## src/rtl/alu_cnt_dec_unit.sv

```systemverilog
// Arithmetic/decode utility block: combinational 4-bit ALU with flags,
// 3-bit wrap-around down-counter, and 3-to-8 one-hot decoder.
// Ports:
//   clk, resetn                 - system clock, async active-low reset
//   alu_fnselec, alu_a, alu_b   - ALU op select and two's complement operands
//   alu_res, alu_zero,
//   alu_overflow, alu_carry     - ALU result and flags (combinational)
//   cnt_en, cnt_q               - counter enable and registered count
//   dec_x, dec_en, dec_y        - decoder select/enable and one-hot output
module alu_cnt_dec_unit #(
  parameter logic [2:0] CNT_RST = 3'd0
) (
  input  logic       clk,
  input  logic       resetn,
  input  logic [2:0] alu_fnselec,
  input  logic [3:0] alu_a,
  input  logic [3:0] alu_b,
  output logic [3:0] alu_res,
  output logic       alu_zero,
  output logic       alu_overflow,
  output logic       alu_carry,
  input  logic       cnt_en,
  output logic [2:0] cnt_q,
  input  logic [2:0] dec_x,
  input  logic       dec_en,
  output logic [7:0] dec_y
);

  localparam int unsigned ALU_W = 4;
  localparam int unsigned CNT_W = 3;
  localparam int unsigned DEC_W = 8;

  localparam logic [2:0] OP_ADD = 3'b000;
  localparam logic [2:0] OP_SUB = 3'b001;
  localparam logic [2:0] OP_NOT = 3'b010;
  localparam logic [2:0] OP_AND = 3'b011;
  localparam logic [2:0] OP_OR  = 3'b100;
  localparam logic [2:0] OP_XOR = 3'b101;
  localparam logic [2:0] OP_SLT = 3'b110;
  localparam logic [2:0] OP_EQ  = 3'b111;

  logic [ALU_W:0]   add_sum;
  logic [ALU_W:0]   sub_sum;
  logic [CNT_W-1:0] cnt_d;

  // Carry-extended adder and subtractor (A + ~B + 1, carry=1 means no borrow)
  always_comb begin
    add_sum = {1'b0, alu_a} + {1'b0, alu_b};
    sub_sum = {1'b0, alu_a} + {1'b0, ~alu_b} + (ALU_W+1)'(1);
  end

  // ALU result and flags; flags only meaningful for add/sub
  always_comb begin
    alu_res      = '0;
    alu_overflow = 1'b0;
    alu_carry    = 1'b0;
    case (alu_fnselec)
      OP_ADD: begin
        alu_res      = add_sum[ALU_W-1:0];
        alu_carry    = add_sum[ALU_W];
        alu_overflow = (alu_a[3] == alu_b[3]) && (add_sum[3] != alu_a[3]);
      end
      OP_SUB: begin
        alu_res      = sub_sum[ALU_W-1:0];
        alu_carry    = sub_sum[ALU_W];
        alu_overflow = (alu_a[3] != alu_b[3]) && (sub_sum[3] != alu_a[3]);
      end
      OP_NOT: alu_res = ~alu_a;
      OP_AND: alu_res = alu_a & alu_b;
      OP_OR:  alu_res = alu_a | alu_b;
      OP_XOR: alu_res = alu_a ^ alu_b;
      // True signed compare; the subtractor sign bit is wrong on overflow
      OP_SLT: alu_res = {3'b000, ($signed(alu_a) < $signed(alu_b))};
      OP_EQ:  alu_res = {3'b000, (alu_a == alu_b)};
      default: alu_res = '0;
    endcase
  end

  assign alu_zero = (alu_res == 4'd0);

  // Down-counter next state; 3-bit arithmetic wraps 0 -> 7 naturally
  always_comb begin
    cnt_d = cnt_q;
    if (cnt_en) begin
      cnt_d = cnt_q - CNT_W'(1);
    end
  end

  // Counter register
  always_ff @(posedge clk or negedge resetn) begin
    if (!resetn) begin
      cnt_q <= CNT_RST;
    end else begin
      cnt_q <= cnt_d;
    end
  end

  // One-hot decoder with enable
  always_comb begin
    dec_y = '0;
    if (dec_en) begin
      dec_y = DEC_W'(1) << dec_x;
    end
  end

endmodule

```

## config.mk

```make
export PLATFORM = sky130hd
export DESIGN_NAME = alu_cnt_dec_unit
export DESIGN_NICKNAME = d
export VERILOG_FILES = /design/src/rtl/alu_cnt_dec_unit.sv
export SDC_FILE = /design/constraint.sdc
export NUM_CORES = 1
export LEC_CHECK = 0
export BUFFER_PORTS_ARGS = -buffer_cell sky130_fd_sc_hd__buf_4
export CORE_UTILIZATION = 47
export CTS_CLUSTER_SIZE = 14
export DETAILED_ROUTE_END_ITERATION = 7
export PLACE_DENSITY = 0.79
export SYNTH_ARGS = -nofsm -noshare
export SYNTH_HDL_FRONTEND = slang
export SYNTH_SLANG_ARGS = --single-unit
```

## constraint.sdc

```tcl
create_clock -name clk -period 3.2 [get_ports clk]
set_input_delay 0.64 -clock clk [delete_from_list [all_inputs] [get_ports clk]]
set_output_delay 0.64 -clock clk [all_outputs]
set_load 0.01 [all_outputs]
```

Word level (Yosys, flattened, before mapping)
Cells that the tools add are included.
{"block": "totals", "ff_bits": 3, "input_bits": 18, "output_inout_bits": 18, "elab_cells": 32}
{"block": "classes", "add_sub_neg": 4, "n_lt_le_gt_ge": 1, "n_eq_ne": 12, "n_shift": 1, "muxes": 4, "bitwise": 5, "n_reduce_logical": 4}
{"cell": "$pmux W4 S8", "n": 1}
{"cell": "$eq A3 B3 Y1 const B", "n": 4}
{"cell": "$add A4 B4 Y5", "n": 2}
{"cell": "$mux W8", "n": 1}
{"cell": "$not A4 Y4", "n": 2}
{"cell": "$shl A1 B3 Y8 const A", "n": 1}
{"cell": "$eq A3 B2 Y1 const B", "n": 2}
{"cell": "$add A5 B1 Y5 const B", "n": 1}
{"cell": "$and A4 B4 Y4", "n": 1}
{"cell": "$eq A4 B4 Y1", "n": 1}
{"cell": "$logic_not A4 Y1", "n": 1}
{"cell": "$lt A4 B4 Y1", "n": 1}
{"cell": "$or A4 B4 Y4", "n": 1}
{"cell": "$pmux W1 S2", "n": 2}
{"cell": "$xor A4 B4 Y4", "n": 1}
{"cell": "$eq A3 B1 Y1 const B", "n": 1}
{"cell": "$logic_not A3 Y1", "n": 1}
{"cell": "$ne A1 B1 Y1", "n": 3}
{"cell": "$sub A3 B1 Y3 const B", "n": 1}
{"cell": "$logic_and A1 B1 Y1", "n": 2}
{"cell": "$eq A1 B1 Y1", "n": 1}

Longest topological paths before layout
Gate-level depths: netlist (run 1).
{"block": "logic_depth", "word_depth": 6, "ltp_mapped": 9, "depth_no_buf": 9}

Least setup slack after synthesis (run 1)
Ideal clock, no wire load.
{"block": "synth_path", "path_type": "input port to output port", "start": "in alu_b[1]", "end": "out alu_overflow", "arrival_time_ps": 2359, "t_required_ps": 2560, "slack_ps": 201, "path_stages": 7, "path_buffers": 0, "path_cell_list": "inv_1 -> ha_1 -> a21o_1 -> a21oi_2 -> nor3b_1 -> a31oi_1 -> a2111oi_0"}
{"block": "synth_via", "elab_chain_cells": 6, "word_cells_on_any_way": 9, "cone_classes": "add/sub (3); eq/ne (2); mux (1); bitwise (1); reduce/logical (2)"}
{"element": "start: declaration", "line_no": "17", "source": "input logic [3:0] alu_b,"}
{"element": "$not A4 Y4", "line_no": "49", "source": "sub_sum = {1'b0, alu_a} + {1'b0, ~alu_b} + (ALU_W+1)'(1);"}
{"element": "$add A4 B4 Y5", "line_no": "49"}
{"element": "$add A5 B1 Y5", "line_no": "49"}
{"element": "$ne A1 B1 Y1", "line_no": "66", "source": "alu_overflow = (alu_a[3] != alu_b[3]) && (sub_sum[3] != alu_a[3]);"}
{"element": "$logic_and A1 B1 Y1", "line_no": "66"}
{"element": "$pmux W1 S2 (*)", "line_no": "57", "source": "case (alu_fnselec)"}
{"element": "end: declaration", "line_no": "20", "source": "output logic alu_overflow,"}
Mark *: on every way between the ends. The rest lies on a longest branch, timed or not.

Worst setup path after layout (run 1)
{"block": "layout_path", "start": "in alu_a[0]", "end": "out alu_zero"}
{"block": "layout_via", "elab_chain_cells": 4, "word_cells_on_any_way": 11, "cone_classes": "add/sub (3); order compare (1); eq/ne (1); mux (1); bitwise (4); reduce/logical (1)"}
{"element": "start: declaration", "line_no": "16", "source": "input logic [3:0] alu_a,"}
{"element": "$add A4 B4 Y5", "line_no": "49"}
{"element": "$add A5 B1 Y5", "line_no": "49"}
{"element": "$pmux W4 S8 (*)", "line_no": "57"}
{"element": "$logic_not A4 Y1 (*)", "line_no": "79", "source": "assign alu_zero = (alu_res == 4'd0);"}
{"element": "end: declaration", "line_no": "19", "source": "output logic alu_zero,"}
Marks and branches as above.

==> results of run 1 <==
[metrics by stage]
stage / std cells / instance area (sq um) / setup TNS, ns
3_5_place_dp: 171 / 1110 / -0.0195
5_1_grt: 179 / 1220 / -0.0203
6_report: 179 / 1220 / 0
2_1_floorplan: 117 / 845 / 0
4_1_cts: 176 / 1160 / 0
3_3_place_gp: 171 / 1110 / 0
[kinds of logic (layout without fill, tap and decap cells)]
| group | count (synthesis) | in the layout | synth area share [%] |
|---|---|---|---|
| adder cells (fa/ha/maj) | 15 | 15 | 24.0 |
| buffers and inverters | 21 | 59 | 10.8 |
| flip-flops | 3 | 3 | 8.89 |
| AND/OR/NAND/NOR | 45 | 45 | 26.1 |
| AO/OA/AOI/OAI | 27 | 27 | 23.7 |
| XOR/XNOR | 4 | 4 | 4.15 |
| multiplexers | 2 | 2 | 2.37 |
[what timing repair did]
action,in CTS,in global routing
setup endpoints to repair,1,3
setup buffers,1,3
gates resized for setup,6,10
pin swaps,4,6
[worst paths after layout]
path | start | endpoint | slack (ns) | cells after the start
min in group clk | cnt_q[2] | cnt_q[2] | 0.47 | 1
max in group asynchronous | resetn | cnt_q[1] | 2.92 | 1
min | resetn | cnt_q[0] | 0.18 | 1
max | alu_a[0] | alu_zero | 0.07 | 11
max reg2reg | cnt_q[0] | cnt_q[1] | 2.25 | 3
min reg2reg | cnt_q[2] | cnt_q[2] | 0.47 | 1
[per-layer routing]
| metal | share of wire, % | wire, um |
|---|---|---|
| met1 | 43 | 1040 |
| met4 | 0 | 0 |
| met3 | 8.5 | 204 |
| met2 | 48 | 1160 |
| met5 | 0 | 0 |
[layout by cell type (no fill, tap or decap), types with 2 or more instances in the layout]
cell type                   n
sky130_fd_sc_hd__a21oi_1    6
sky130_fd_sc_hd__a21oi_2    4
sky130_fd_sc_hd__a31oi_1    2
sky130_fd_sc_hd__buf_4     39
sky130_fd_sc_hd__clkbuf_4   3
sky130_fd_sc_hd__dfrtp_1    3
sky130_fd_sc_hd__ha_1      10
sky130_fd_sc_hd__ha_4       2
sky130_fd_sc_hd__inv_1     12
sky130_fd_sc_hd__inv_2      2
sky130_fd_sc_hd__mux2i_1    2
sky130_fd_sc_hd__nand2_1    9
sky130_fd_sc_hd__nand2b_1   4
sky130_fd_sc_hd__nor2_1    18
sky130_fd_sc_hd__nor3_1     4
sky130_fd_sc_hd__nor3b_1    2
sky130_fd_sc_hd__o211ai_1   2
sky130_fd_sc_hd__o21a_1     2
sky130_fd_sc_hd__or3_1      2
sky130_fd_sc_hd__xnor2_1    3
[layout make-up]
| cell class | count | area [sq um] | share of cell area (%) |
|---|---|---|---|
| well taps | 24 | 30.0 | 2.46 |
| multi-input cells | 93 | 732 | 59.9 |
| clock buffers | 4 | 26.3 | 2.15 |
| repair buffers | 39 | 293 | 24.0 |
| inverters | 16 | 66.3 | 5.42 |
| flip-flops and latches | 3 | 75.1 | 6.14 |
[power breakdown]
part | leakage, nW | internal [mW] | switching [mW]
Combinational | 0.547 | 0.122 | 0.126
Sequential | 0.0350 | 0.0585 | 0.0132
Clock | 0.0150 | 0.0467 | 0.0200
==> impl_metrics.yaml, run 1 <==
run_status:
  run_status: "completed"
clocking:
  clock_input_transition_at_the_sequential_cells_of_the_worst_setup_and_hold_paths_ns: 0.04
  cts.sinks: 3
  cts-htree-levels: 1
  clk_root_buffer_cell: "sky130_fd_sc_hd__clkbuf_4"
  cts_hold_buf: 0
  worstSkewPairLatency_ns: 0.23
  tritoncts.num_buffers: 3
  clock_path_buffers: 2
  cts_tree: "done"
place:
  gpl.final_weighted_congestion: 0.925
  port-buffer-count: 35
  hpwlAfterDp_mm: 1.67
  pre_cts_ws_ns: -0.0195
setup_path:
  crit_buf_inv: 4
  timing_worst_setup_path_type: "input port to output port"
  worstPathMaxFanout: 3
  critical_path.max_stage_delay_ns: 0.42
  cell_family_with_most_cp_delay: "simple AND/OR/NAND/NOR gates"
  crit_required_ns: 2.56
  timing.critical_path.slowest_stage_cell: "sky130_fd_sc_hd__or4_4"
  timing.critical_path.cells: "buf_4 -> inv_4 -> ha_4 -> inv_2 -> fa_2 -> nor2b_4 -> or4_4 -> a21oi_2 -> o21a_1 -> nor4_2 -> buf_4"
  end_kind: "output port"
  critPathArrivalTime_ns: 2.49
  crit_path_frequent_cell: "sky130_fd_sc_hd__buf_4"
  crit_path_start_kind: "input port"
sta:
  finalSetupViolations: 0
  tightest_slew_ns: 0.400
  timing.fmax_ghz: 0.319
  finalHoldViolCount: 0
  min_period_ns: 3.13
  worst_clock_skew_ns: 0.00829
  period_share_pct: 97.8
  slew-limit-headroom_pct: 73.3
  timing.hold.ws_ns: 0.183
  slew_violations: 0
  finalWorstSetupSlack_ns: 0.0694
min_path:
  holdCritPathClass: "input port to async pin"
global_route:
  most_crowded_layer_after_global_routing: "met2"
  globalRouteMet2Util_pct: 35.3
  largest_net_degree_at_the_start_of_global_routing: 24
  grt_remaining_overflow: 0
  grt_pass1_wl_mm: 3.37
  grt_pass1_vias: 802
  grt.met1_usage_pct: 33.3
  global_route.usage.total_pct: 22.5
  grt_use_met3_pct: 0.816
  antenna_found_initial: 0
layout:
  regMostFlops: "cnt_q"
  largest_reg_flops: 3
  synthToLayoutAreaGrowth_pct: 44.7
  layout_top_registers: "cnt_q (3)"
  fin_nets: 189
  fin_util_pct: 76.7
  antenna_cells: 0
  drive_gt1_share_pct: 38.1
  fillerInstances: 126
synth:
  yosysWarningCount: 0
  synth_sequential_area_ratio_pct: 8.89
  synth-edff-count: 0
  postSynthRegisterBits: 3
  synth_area_leaders: "sky130_fd_sc_hd__ha_1 (19%), sky130_fd_sc_hd__dfrtp_1 (8.9%), sky130_fd_sc_hd__nor2_1 (8.0%)"
  area_share_of_the_largest_cell_type_after_synthesis_pct: 19.3
  mappedNetlistNets: 150
  post_synth_instance_area_sq_um: 845
  yosys.cell_count.top_type: "sky130_fd_sc_hd__nor2_1"
  yosys_most_used_dff: "sky130_fd_sc_hd__dfrtp_1"
  async_flop_share_pct: 100
  yosys.area.top_type: "sky130_fd_sc_hd__ha_1"
  post_synth_most_frequent_cells: "sky130_fd_sc_hd__nor2_1 (18), sky130_fd_sc_hd__inv_1 (15), sky130_fd_sc_hd__ha_1 (13)"
  syn-instance-count: 117
  post_synth_num_cell_types: 40
  average_cell_area_after_synthesis_sq_um: 7.22
routing:
  total_vias_in_the_final_route: 990
  avgViaCountPerCell: 5.53
  ant_nets: 0
  detail_route.iter0.violations: 28
  wl_per_cell_um: 13.4
  drc: 0
  detail_route.first_pass.iterations: 4
  routed_wl_mm: 2.41
floorplanning:
  num_io_pins: 36
  die_area_sq_mm: 0.00197
  dieWidth_um: 44.4
  fp.coreArea_sq_mm: 0.00159
  fp.dieH_um: 44.4
  start_util_pct: 53.0
  rows: 14
flow_run:
  timing.max_cap.violations: 0
power_and_ir_drop:
  power.density_cell_area_mw_per_mm2: 316
  power.total_mw: 0.386
  peakVddDrop_mv: 0.430
  leakage_nw: 0.597
Power figures use the tool's default switching activity.
==> run 2: changes to the inputs <==
--- a/config.mk
+++ b/config.mk
@@ -6,10 +6,11 @@
 export NUM_CORES = 1
 export LEC_CHECK = 0
 export BUFFER_PORTS_ARGS = -buffer_cell sky130_fd_sc_hd__buf_4
-export CORE_UTILIZATION = 47
-export CTS_CLUSTER_SIZE = 14
+export CORE_UTILIZATION = 43
+export CTS_BUF_LIST = sky130_fd_sc_hd__clkbuf_4 sky130_fd_sc_hd__clkbuf_8 sky130_fd_sc_hd__clkbuf_16
+export CTS_CLUSTER_SIZE = 40
 export DETAILED_ROUTE_END_ITERATION = 7
-export PLACE_DENSITY = 0.79
+export PLACE_DENSITY = 0.76
 export SYNTH_ARGS = -nofsm -noshare
 export SYNTH_HDL_FRONTEND = slang
 export SYNTH_SLANG_ARGS = --single-unit
==> constraint.sdc (replaced) <==
create_clock -name clk -period 2.8 [get_ports clk]
set_input_delay 0.56 -clock clk [delete_from_list [all_inputs] [get_ports clk]]
set_output_delay 0.56 -clock clk [all_outputs]
set_load 0.01 [all_outputs]
==> impl_metrics.yaml, run 2 (synthesis gave the netlist of run 1 again) <==
setup_path:
  end_kind: "output port"
  timing_worst_setup_path_type: "input port to output port"
  crit_path_start_kind: "input port"
  rr_startpoint: "cnt_q[0]"
  r2r_setup_slack_ns: 1.88
  critPathArrivalTime_ns: 2.27
  crit_required_ns: 2.24
  worst-r2r-cell-count: 3
  worstPathMaxFanout: 3
  worstReg2RegEnd: "cnt_q[1]"
floorplanning:
  fp.coreArea_sq_mm: 0.00178
  die_area_sq_mm: 0.00215
  dieWidth_um: 46.3
  rows: 15
  fp.dieH_um: 46.3
  num_io_pins: 36
  start_util_pct: 47.4
layout:
  largest_reg_flops: 3
  regMostFlops: "cnt_q"
  layout_top_registers: "cnt_q (3)"
  synthToLayoutAreaGrowth_pct: 63.6
  drive_gt1_share_pct: 45.5
  mostFrequentLayoutCell: "sky130_fd_sc_hd__buf_4"
  antenna_cells: 0
  final_cell_mix: "sky130_fd_sc_hd__buf_4 (47), sky130_fd_sc_hd__nor2_1 (18), sky130_fd_sc_hd__inv_1 (11), sky130_fd_sc_hd__nand2_1 (9), sky130_fd_sc_hd__ha_1 (9)"
  fin_nets: 199
  fillerInstances: 122
min_path:
  holdCritPathClass: "input port to async pin"
run_status:
  violations: "negative setup slack"
  run_status: "finished with violations"
global_route:
  grt_pass1_wl_mm: 3.74
  antenna_found_initial: 0
  grt.met1_usage_pct: 27.5
  grt_use_met3_pct: 0.784
  largest_net_degree_at_the_start_of_global_routing: 24
  grt_remaining_overflow: 0
  global_route.usage.total_pct: 23.2
  globalRouteMet2Util_pct: 43.9
  grt_pass1_vias: 928
  most_crowded_layer_after_global_routing: "met2"
sta:
  finalSetupViolations: 1
  slew-limit-headroom_pct: 74.0
  period_share_pct: 101
  timing.fmax_ghz: 0.354
  timing.hold.ws_ns: 0.113
  slew_violations: 0
  finalWorstSetupSlack_ns: -0.0260
  worst_clock_skew_ns: 0.00268
  min_period_ns: 2.83
  tightest_slew_ns: 0.388
  grt_setup_unrepaired: "yes"
  finalHoldViolCount: 0
clocking:
  clk_root_buffer_cell: "sky130_fd_sc_hd__clkbuf_4"
  cts.sinks: 3
  worstSkewPairLatency_ns: 0.23
  cts_tree: "done"
  tritoncts.num_buffers: 3
  cts-htree-levels: 1
  clock_input_transition_at_the_sequential_cells_of_the_worst_setup_and_hold_paths_ns: 0.04
  clock_path_buffers: 2
power_and_ir_drop:
  leakage_nw: 0.668
  peakVddDrop_mv: 0.311
  power.total_mw: 0.475
  power.density_cell_area_mw_per_mm2: 344
routing:
  routed_wl_mm: 2.38
  detail_route.first_pass.iterations: 6
  avgViaCountPerCell: 5.30
  wl_per_cell_um: 12.5
  ant_nets: 0
  drc: 0
  total_vias_in_the_final_route: 1007
  detail_route.iter0.violations: 38
place:
  hpwlAfterDp_mm: 1.67
  gpl.final_weighted_congestion: 0.818
  port-buffer-count: 35
flow_run:
  timing.max_cap.violations: 0
-- run 2: area by class of cell --
class,instances,area (sq um),area share (%)
sequential,3,75.1,5.43
multi-input combinational,93,779,56.4
inverter,16,72.6,5.25
tap,25,31.3,2.26
timing repair buffer,49,393,28.4
clock buffer,4,30.0,2.17
-- run 2: worst max-delay path, cell delays in order --
cell and delay (ns):
sky130_fd_sc_hd__buf_4 0.09, sky130_fd_sc_hd__inv_2 0.06, sky130_fd_sc_hd__buf_4 0.14, sky130_fd_sc_hd__fa_2 0.36, sky130_fd_sc_hd__nor2b_4 0.14, sky130_fd_sc_hd__or4_4 0.41, sky130_fd_sc_hd__a21oi_2 0.12, sky130_fd_sc_hd__o21a_1 0.16
sky130_fd_sc_hd__nor4_2 0.06, sky130_fd_sc_hd__buf_4 0.15
-- run 2: metrics by stage --
| stage | instance area (sq um) | setup TNS (ns) | util [%] | worst slack (ns) | cells |
|---|---|---|---|---|---|
| after floorplan | 846 | 0 | - | 0.0660 | 117 |
| after global placement | 1200 | -0.292 | 67.1 | -0.137 | 182 |
| after detailed placement | 1200 | -0.543 | 67.1 | -0.208 | 182 |
| after CTS | 1290 | -0.234 | 72.6 | -0.122 | 188 |
| after global routing | 1380 | -0.128 | 77.5 | -0.0954 | 190 |
| final | 1380 | -0.0260 | 77.5 | -0.0260 | 190 |
-- run 2: how the worst max path moves through the flow --
stage / end / cells past startpoint / from / slack, ns
finish: alu_zero / 10 / alu_b[1] / -0.03
global route: alu_zero / 11 / alu_a[0] / -0.1
CTS: alu_zero / 11 / alu_a[0] / -0.12
detailed placement: alu_zero / 11 / alu_a[0] / -0.21
global placement: alu_zero / 11 / alu_a[0] / -0.14
floorplan: alu_overflow / 7 / alu_b[1] / 0.07
-- run 2: timing repair --
action	CTS	global route
setup buffers	2	2
gates resized for setup	15	14
pin swaps	7	9
hold buffers	0	0
setup endpoints to repair	4	4
-- run 2: metal layers --
| layer | wire, um | part of all wire, % |
|---|---|---|
| met2 | 1200 | 50 |
| met1 | 1030 | 43 |
| met5 | 0 | 0 |
| met4 | 23 | 0.97 |
| met3 | 127 | 5.3 |
-- run 2: power by group --
part           switching (mW)  internal [mW]
logic                   0.147          0.162
clock network          0.0206         0.0629
registers              0.0153         0.0669
total                   0.183          0.292
